$ cat src/rtl/rr_arb16_dec.sv
// Round-robin arbiter over 16 requesters with a registered owner index and a
// one-hot decoded grant vector for the shared resource's select lines.

module rr_arb16_dec_lane #(
    parameter int LANE = 0
) (
    input  logic [3:0] idx,
    input  logic       vld,
    output logic       gnt
);
    assign gnt = vld && (idx == 4'(LANE));
endmodule

module rr_arb16_dec #(
    parameter int MAX_HOLD = 0
) (
    input  logic        clk,
    input  logic        rst_n,
    input  logic [15:0] req,
    input  logic        done,
    output logic [15:0] gnt,
    output logic [3:0]  gnt_idx,
    output logic        gnt_vld,
    output logic        preempt
);
    localparam int NUM_LANES = 16;
    localparam logic [7:0] HOLD_LAST = (MAX_HOLD == 0) ? 8'd0 : 8'(MAX_HOLD - 1);

    typedef enum logic {IDLE, GRANT} state_t;

    state_t     state_q, state_d;
    logic [3:0] ptr_q, ptr_d, idx_q, idx_d;
    logic       vld_q, vld_d, pre_q, pre_d;
    logic [7:0] hold_q, hold_d;
    logic [3:0] pick;
    logic       rel_to, rel_req, release_now;

    // Scan downward so the candidate closest to ptr is the last one written.
    always_comb begin
        pick = ptr_q;
        for (int i = NUM_LANES - 1; i >= 0; i--) begin
            if (req[ptr_q + 4'(i)]) pick = ptr_q + 4'(i);
        end
    end

    assign rel_to      = (MAX_HOLD != 0) && (hold_q == HOLD_LAST);
    assign rel_req     = !req[idx_q];
    assign release_now = done || rel_req || rel_to;

    always_comb begin
        state_d = state_q;
        ptr_d   = ptr_q;
        idx_d   = idx_q;
        vld_d   = vld_q;
        hold_d  = hold_q;
        pre_d   = 1'b0;
        case (state_q)
            IDLE: begin
                if (req != '0) begin
                    idx_d   = pick;
                    vld_d   = 1'b1;
                    hold_d  = '0;
                    state_d = GRANT;
                end
            end
            GRANT: begin
                if (release_now) begin
                    vld_d   = 1'b0;
                    ptr_d   = idx_q + 4'd1;
                    pre_d   = rel_to && !done && !rel_req;
                    state_d = IDLE;
                end else if (hold_q != 8'hFF) begin
                    hold_d = hold_q + 8'd1;
                end
            end
            default: state_d = IDLE;
        endcase
    end

    always_ff @(posedge clk or negedge rst_n) begin
        if (!rst_n) begin
            state_q <= IDLE;
            ptr_q   <= '0;
            idx_q   <= '0;
            vld_q   <= 1'b0;
            hold_q  <= '0;
            pre_q   <= 1'b0;
        end else begin
            state_q <= state_d;
            ptr_q   <= ptr_d;
            idx_q   <= idx_d;
            vld_q   <= vld_d;
            hold_q  <= hold_d;
            pre_q   <= pre_d;
        end
    end

    assign gnt_idx = idx_q;
    assign gnt_vld = vld_q;
    assign preempt = pre_q;

    // Select-line decode: one lane per requester, driven only by registers.
    for (genvar k = 0; k < NUM_LANES; k++) begin : g_lane
        rr_arb16_dec_lane #(.LANE(k)) u_lane (.idx(idx_q), .vld(vld_q), .gnt(gnt[k]));
    end
endmodule
$ cat config.mk
export PLATFORM = sky130hd
export DESIGN_NAME = rr_arb16_dec
export DESIGN_NICKNAME = d
export VERILOG_FILES = /design/src/rtl/rr_arb16_dec.sv
export SDC_FILE = /design/constraint.sdc
export NUM_CORES = 1
export LEC_CHECK = 0
export CORE_UTILIZATION = 57
export CTS_BUF_LIST = sky130_fd_sc_hd__clkbuf_4 sky130_fd_sc_hd__clkbuf_8 sky130_fd_sc_hd__clkbuf_16
export CTS_CLUSTER_SIZE = 20
export DETAILED_ROUTE_END_ITERATION = 16
export GPL_TIMING_DRIVEN = 1
export PLACE_DENSITY = 0.85
export SETUP_SLACK_MARGIN = 0.15
export SLEW_MARGIN = 20
export SYNTH_ARGS = -nofsm -noshare
export SYNTH_HDL_FRONTEND = slang
export SYNTH_SLANG_ARGS = --single-unit
$ cat constraint.sdc
create_clock -name clk -period 5.13 [get_ports clk]
set_clock_uncertainty 0.1 [all_clocks]
set_input_delay 0.7695 -clock clk [delete_from_list [all_inputs] [get_ports clk]]
set_output_delay 0.7695 -clock clk [all_outputs]
set_load 0.01 [all_outputs]
# Yosys cells after proc, flatten, opt, wreduce, memory -nomap -nowiden
# Index checks and enable logic that the tools add are counted.
# totals
elab_cells	134
in_bits	19
output_inout_bits	22
register_bits	10
# op_classes
n_lt_le_gt_ge	17
add_sub_neg	16
n_reduce_logical	23
mux	56
eq_ne	17
bitwise	1
# ops
operator	n
4-bit by 5-bit < comparator with 1-bit output (second input constant)	17
1-bit binary-select mux with 4-bit select	17
4-bit 2-to-1 mux	16
4-bit adder (second input constant)	8
4-bit equality test (second input constant)	8
1-bit 2-to-1 mux	21
4-bit by 3-bit adder with 4-bit output (second input constant)	4
4-bit by 3-bit equality test with 1-bit output (second input constant)	4
1-bit logical AND	16
16-bit nonzero test	1
4-bit by 1-bit adder with 4-bit output (second input constant)	2
4-bit by 2-bit adder with 4-bit output (second input constant)	2
4-bit by 2-bit equality test with 1-bit output (second input constant)	2
2-bit AND reduction	3
4-bit by 1-bit equality test with 1-bit output (second input constant)	1
4-bit logical NOT	1
1-bit case mux with 2 select lines	2
2-bit by 1-bit != test with 1-bit output (second input constant)	1
2-bit != test (second input constant)	1
1-bit logical NOT	1
1-bit logical OR	1
1-bit NOT	1

# Logic depth before layout (Yosys ltp)
# depth
word_depth	19
depth_mapped	15
mapped_depth_nobuf	10

# Modules after synthesis
# From an unflattened synthesis, not the netlist that was laid out.
# hier_totals
cells_unflattened	333
hier_area_um2	2949.1
# by_module_without_submodules
mod	area_each_um2	cells_each	instances	seq_area_each_um2
rr_arb16_dec	2725.1	300	1	250.2
rr_arb16_dec_lane (g_lane[10].u_lane ...)	12.5	2	5	0.0
rr_arb16_dec_lane (g_lane[11].u_lane ...)	17.5	2	2	0.0
rr_arb16_dec_lane (g_lane[1].u_lane ...)	16.3	2	2	0.0
rr_arb16_dec_lane (g_lane[4].u_lane ...)	13.8	2	2	0.0
rr_arb16_dec_lane (g_lane[13].u_lane ...)	10.0	2	2	0.0
rr_arb16_dec_lane (g_lane[0].u_lane)	18.8	2	1	0.0
rr_arb16_dec_lane (g_lane[3].u_lane)	15.0	2	1	0.0
rr_arb16_dec_lane (g_lane[15].u_lane)	12.5	3	1	0.0

# Worst setup path after synthesis
# No wires, ideal clock.
# synth_timing
path_kind	register -> register
from	reg ptr_q[1]
to	reg idx_q[1] (netlist: gnt_idx[1])
slack_ns	1.275
period_less_slack_ns	3.855
path_stages_with_launch	16
setup_ns	0.104
t_arrival_ns	3.652
t_required_ns	4.926
path_buffers	5
cell_sequence	dfrtp_1 -> buf_6 -> buf_6 -> clkbuf_1 -> inv_1 -> ha_1 -> buf_2 -> clkbuf_1 -> mux4_2 -> mux2_2 -> mux2_2 -> nor3_2 -> o221ai_1 -> a21oi_1 -> o311ai_1 -> a221oi_1
# synth_between
elab_chain_len	19
word_cells_on_any_way	63
classes_between	15 x add/sub; 48 x mux
# synth_lines
item	line_no	rtl
start, declared	32	logic [3:0] ptr_q, ptr_d, idx_q, idx_d;
start signal, assigned	90	ptr_q <= ptr_d;
4-bit adder	42	if (req[ptr_q + 4'(i)]) pick = ptr_q + 4'(i);
1-bit binary-select mux with 4-bit select	42	
1-bit 2-to-1 mux (implied by the code)	42	
4-bit 2-to-1 mux (15 in a row)	42	
4-bit 2-to-1 mux (*)	42	
end signal, assigned	91	idx_q <= idx_d;
end, declared	32	
# Mark *: on every way between the ends. The rest lies on a longest branch, timed or not. The select of a mux whose other input is x is not followed.
# A chain may end at the register's enable or synchronous reset.

# Final worst setup path
# layout_timing
from	reg ptr_q[0]
to	reg idx_q[1] (netlist: gnt_idx[1])
# The elaborated chain is that of the path after synthesis.

==> flow_summary.yaml <==
worst_hold_path:
  min_from: "state_q"
  hp-class: "flop to flop"
floorplanning:
  die_w_um: 74.5
  core_area_mm2: 0.00507
  io_pins: 41
  start_util: 0.590
  die_y_um: 74.5
  fp-row-count: 26
  dieArea_mm2: 0.00554
synth:
  yosys_most_used_dff: "dfrtp_1"
  synth-edff-count: 0
  synth_top_family_by_area: "multiplexers"
  yosysUniqueCellTypes: 58
  synth.avg_cell_area_um2: 8.70
  synthAdderAreaFrac: 0.0460
  ys_seq_area_frac: 0.0836
  synthCells: 344
  syn_area_mm2: 0.00299
  synthArstFlopShare: 1.00
  synth_compound_area_frac: 0.173
  yosysWarnings: 0
  yosysTopAreaCell: "mux4_2"
  synth_top_area_share: 0.256
  muxShareOfSynthArea: 0.404
  synth_nets: 374
  synth_xor_area_frac: 0.0380
  synth-seq-cells: 10
  synthSimpleGateAreaFrac: 0.161
  synth.area.top_cells: "mux4_2 (26%), dfrtp_1 (8.4%), mux2i_1 (6.7%)"
sta:
  min_period_ps: 3960
  worstMarginPinSlew_ps: 1060
  max_freq_mhz: 253
  finalSetupViolCount: 0
  post-route-period-util: 0.771
  hold_violations: 0
  drv_slew: 0
  slew_headroom: 0.296
  rsz0062_at_grt: "no"
  tns_ps: 0
place:
  portBuffers: 39
  finalWeightedCongestion: 1.05
  dp_hpwl_um: 6770
  dp_cells: 424
worst_setup_path:
  worstPathRequired_ps: 5170
  r2r-start: "ptr_q[0]"
  startpoint_type: "flop"
  worst_setup_path_end_kind: "flop"
  startpoint: "ptr_q[0]"
  crit_arrival_ps: 4000
  crit_type: "flop to flop"
  critPathMaxFanout: 22
clocking:
  cts_sinks: 10
  post_cts_buffers: 0
  ctsHoldBuffers: 0
  cts_buffer_depth: 2
  cts_buffers: 3
  ctsResizeCount: 0
  htreeDepth: 1
  path_clk_slew_ps: 60
  cts_tree: "built"
  cts-root-buf: "clkbuf_8"
  worstSkewPairLatency_ps: 250
global_route:
  antenna_found_initial: 0
  grt_pass1_wl_um: 14100
  track_usage: 0.342
  grt_max_degree: 29
  overflow: 0
  grt_pass1_vias: 2779
cells_and_area:
  syn_to_final_growth_pct: 11.6
  antenna_cells: 0
  drive_gt1_frac: 0.193
  fin_cells: 428
  finalNetCount: 389
  fillers: 418
route:
  routedWlPerCell_um: 21.2
  firstDrtPassIters: 7
  vias_per_cell: 7.11
  drtIter0Drc: 407
  via_count: 3045
  routed_wirelength_um: 9070
  antenna_left: 0
  drc: 0
status:
  outcome: "completed"
job:
  cap_violations: 0
==> sequential cells by signal (all words and copies together) (netlist names) <==
register / cells
gnt_vld: 1
state_q: 1
gnt_idx: 4
ptr_q: 4
==> cells in the mapped netlist, types with 6 or more instances <==
cell	instances
ha_1	11
buf_4	18
a211oi_1	6
a21oi_1	19
inv_1	11
clkbuf_1	7
dfrtp_1	10
mux2i_1	20
nor3_1	7
nand2_1	36
mux4_2	34
o21ai_0	11
xor2_1	6
a31oi_1	10
mux2_2	17
nor2_1	42
xnor2_1	7
==> layer usage <==
metal | share of wire | up-vias | GRT usage | wire, µm
met5 | 0 | - | 0 | 0
met4 | 0.053 | 0 | 0.153 | 481
met2 | 0.47 | 221 | 0.547 | 4300
met3 | 0.10 | 52 | 0.0474 | 911
met1 | 0.37 | 1438 | 0.462 | 3380
li1 | - | 1334 | - | -
==> worst max-delay path: stages (launching register included) <==
cell and delay (ps):
dfrtp_1 310, buf_4 310, inv_2 180, ha_1 830, mux4_2 470, mux2_2 340, mux2i_1 430, o41ai_1 190
a211oi_2 240, o311ai_1 120, a221oi_1 320
==> layout by cell type, fill, tap and decap left out, types with 2 or more instances in the layout <==
cell type	Yosys	routed
ha_1	11	11
a211o_1	2	2
a21oi_1	19	19
mux4_2	34	34
o211ai_1	3	3
a21boi_1	2	2
inv_2	2	2
buf_4	18	5
o221ai_1	3	3
clkdlybuf4s50_1	0	39
o21ai_0	11	11
mux2i_1	20	20
mux2_2	17	17
a31oi_1	10	10
nand3_1	5	5
xnor2_1	7	7
a22oi_1	2	2
nor4_1	5	5
nor2b_1	2	2
inv_1	11	11
a211oi_1	6	6
a221oi_1	3	3
xor2_1	6	6
nand2_1	36	36
clkbuf_8	0	4
nor2_1	42	42
o22ai_1	4	4
dfrtp_1	10	10
nand4_1	2	2
nor3_1	7	7
and3_1	3	3
==> cell type report <==
cell class,instances,area (µm²),share of cell area
tap,70,87.6,0.0262
multi-input combinational,286,2470,0.738
clock buffer,4,55.1,0.0165
inverter,14,52.6,0.0157
timing repair buffer,44,428,0.128
sequential,10,250,0.0749
==> stage by stage <==
step | setup WS [ps] | hold slack, ps | area [µm²] | utilization
5_1_grt | 927 | 463 | 3340 | 0.658
3_5_place_dp | 1220 | 417 | 3280 | 0.647
4_1_cts | 1190 | 432 | 3340 | 0.658
6_report | 1170 | 429 | 3340 | 0.658
3_3_place_gp | 1270 | 396 | 3280 | 0.647
2_1_floorplan | 1270 | 374 | 2990 | -
==> cells by family after synthesis <==
logic type	count (synthesis)
AO/OA/AOI/OAI	78
XOR/XNOR	13
adder cells (fa/ha/maj)	11
buffers and inverters	48
flip-flops	10
multiplexers	74
other	1
AND/OR/NAND/NOR	109
==> worst paths after layout <==
check                                   to  slack [ps]  cells past startpoint
worst max register to register  gnt_idx[1]        1170                     10
min in group asynchronous         ptr_q[2]         760                      1
worst max-delay path            gnt_idx[1]        1170                     10
worst min-delay path               state_q         430                      2
worst min register to register     state_q         430                      2
max in group asynchronous         ptr_q[3]        3810                      1
Power is left out: the tool's default activity adds up to more than one toggle a clock period on the data nets, which glitch-free logic cannot reach.
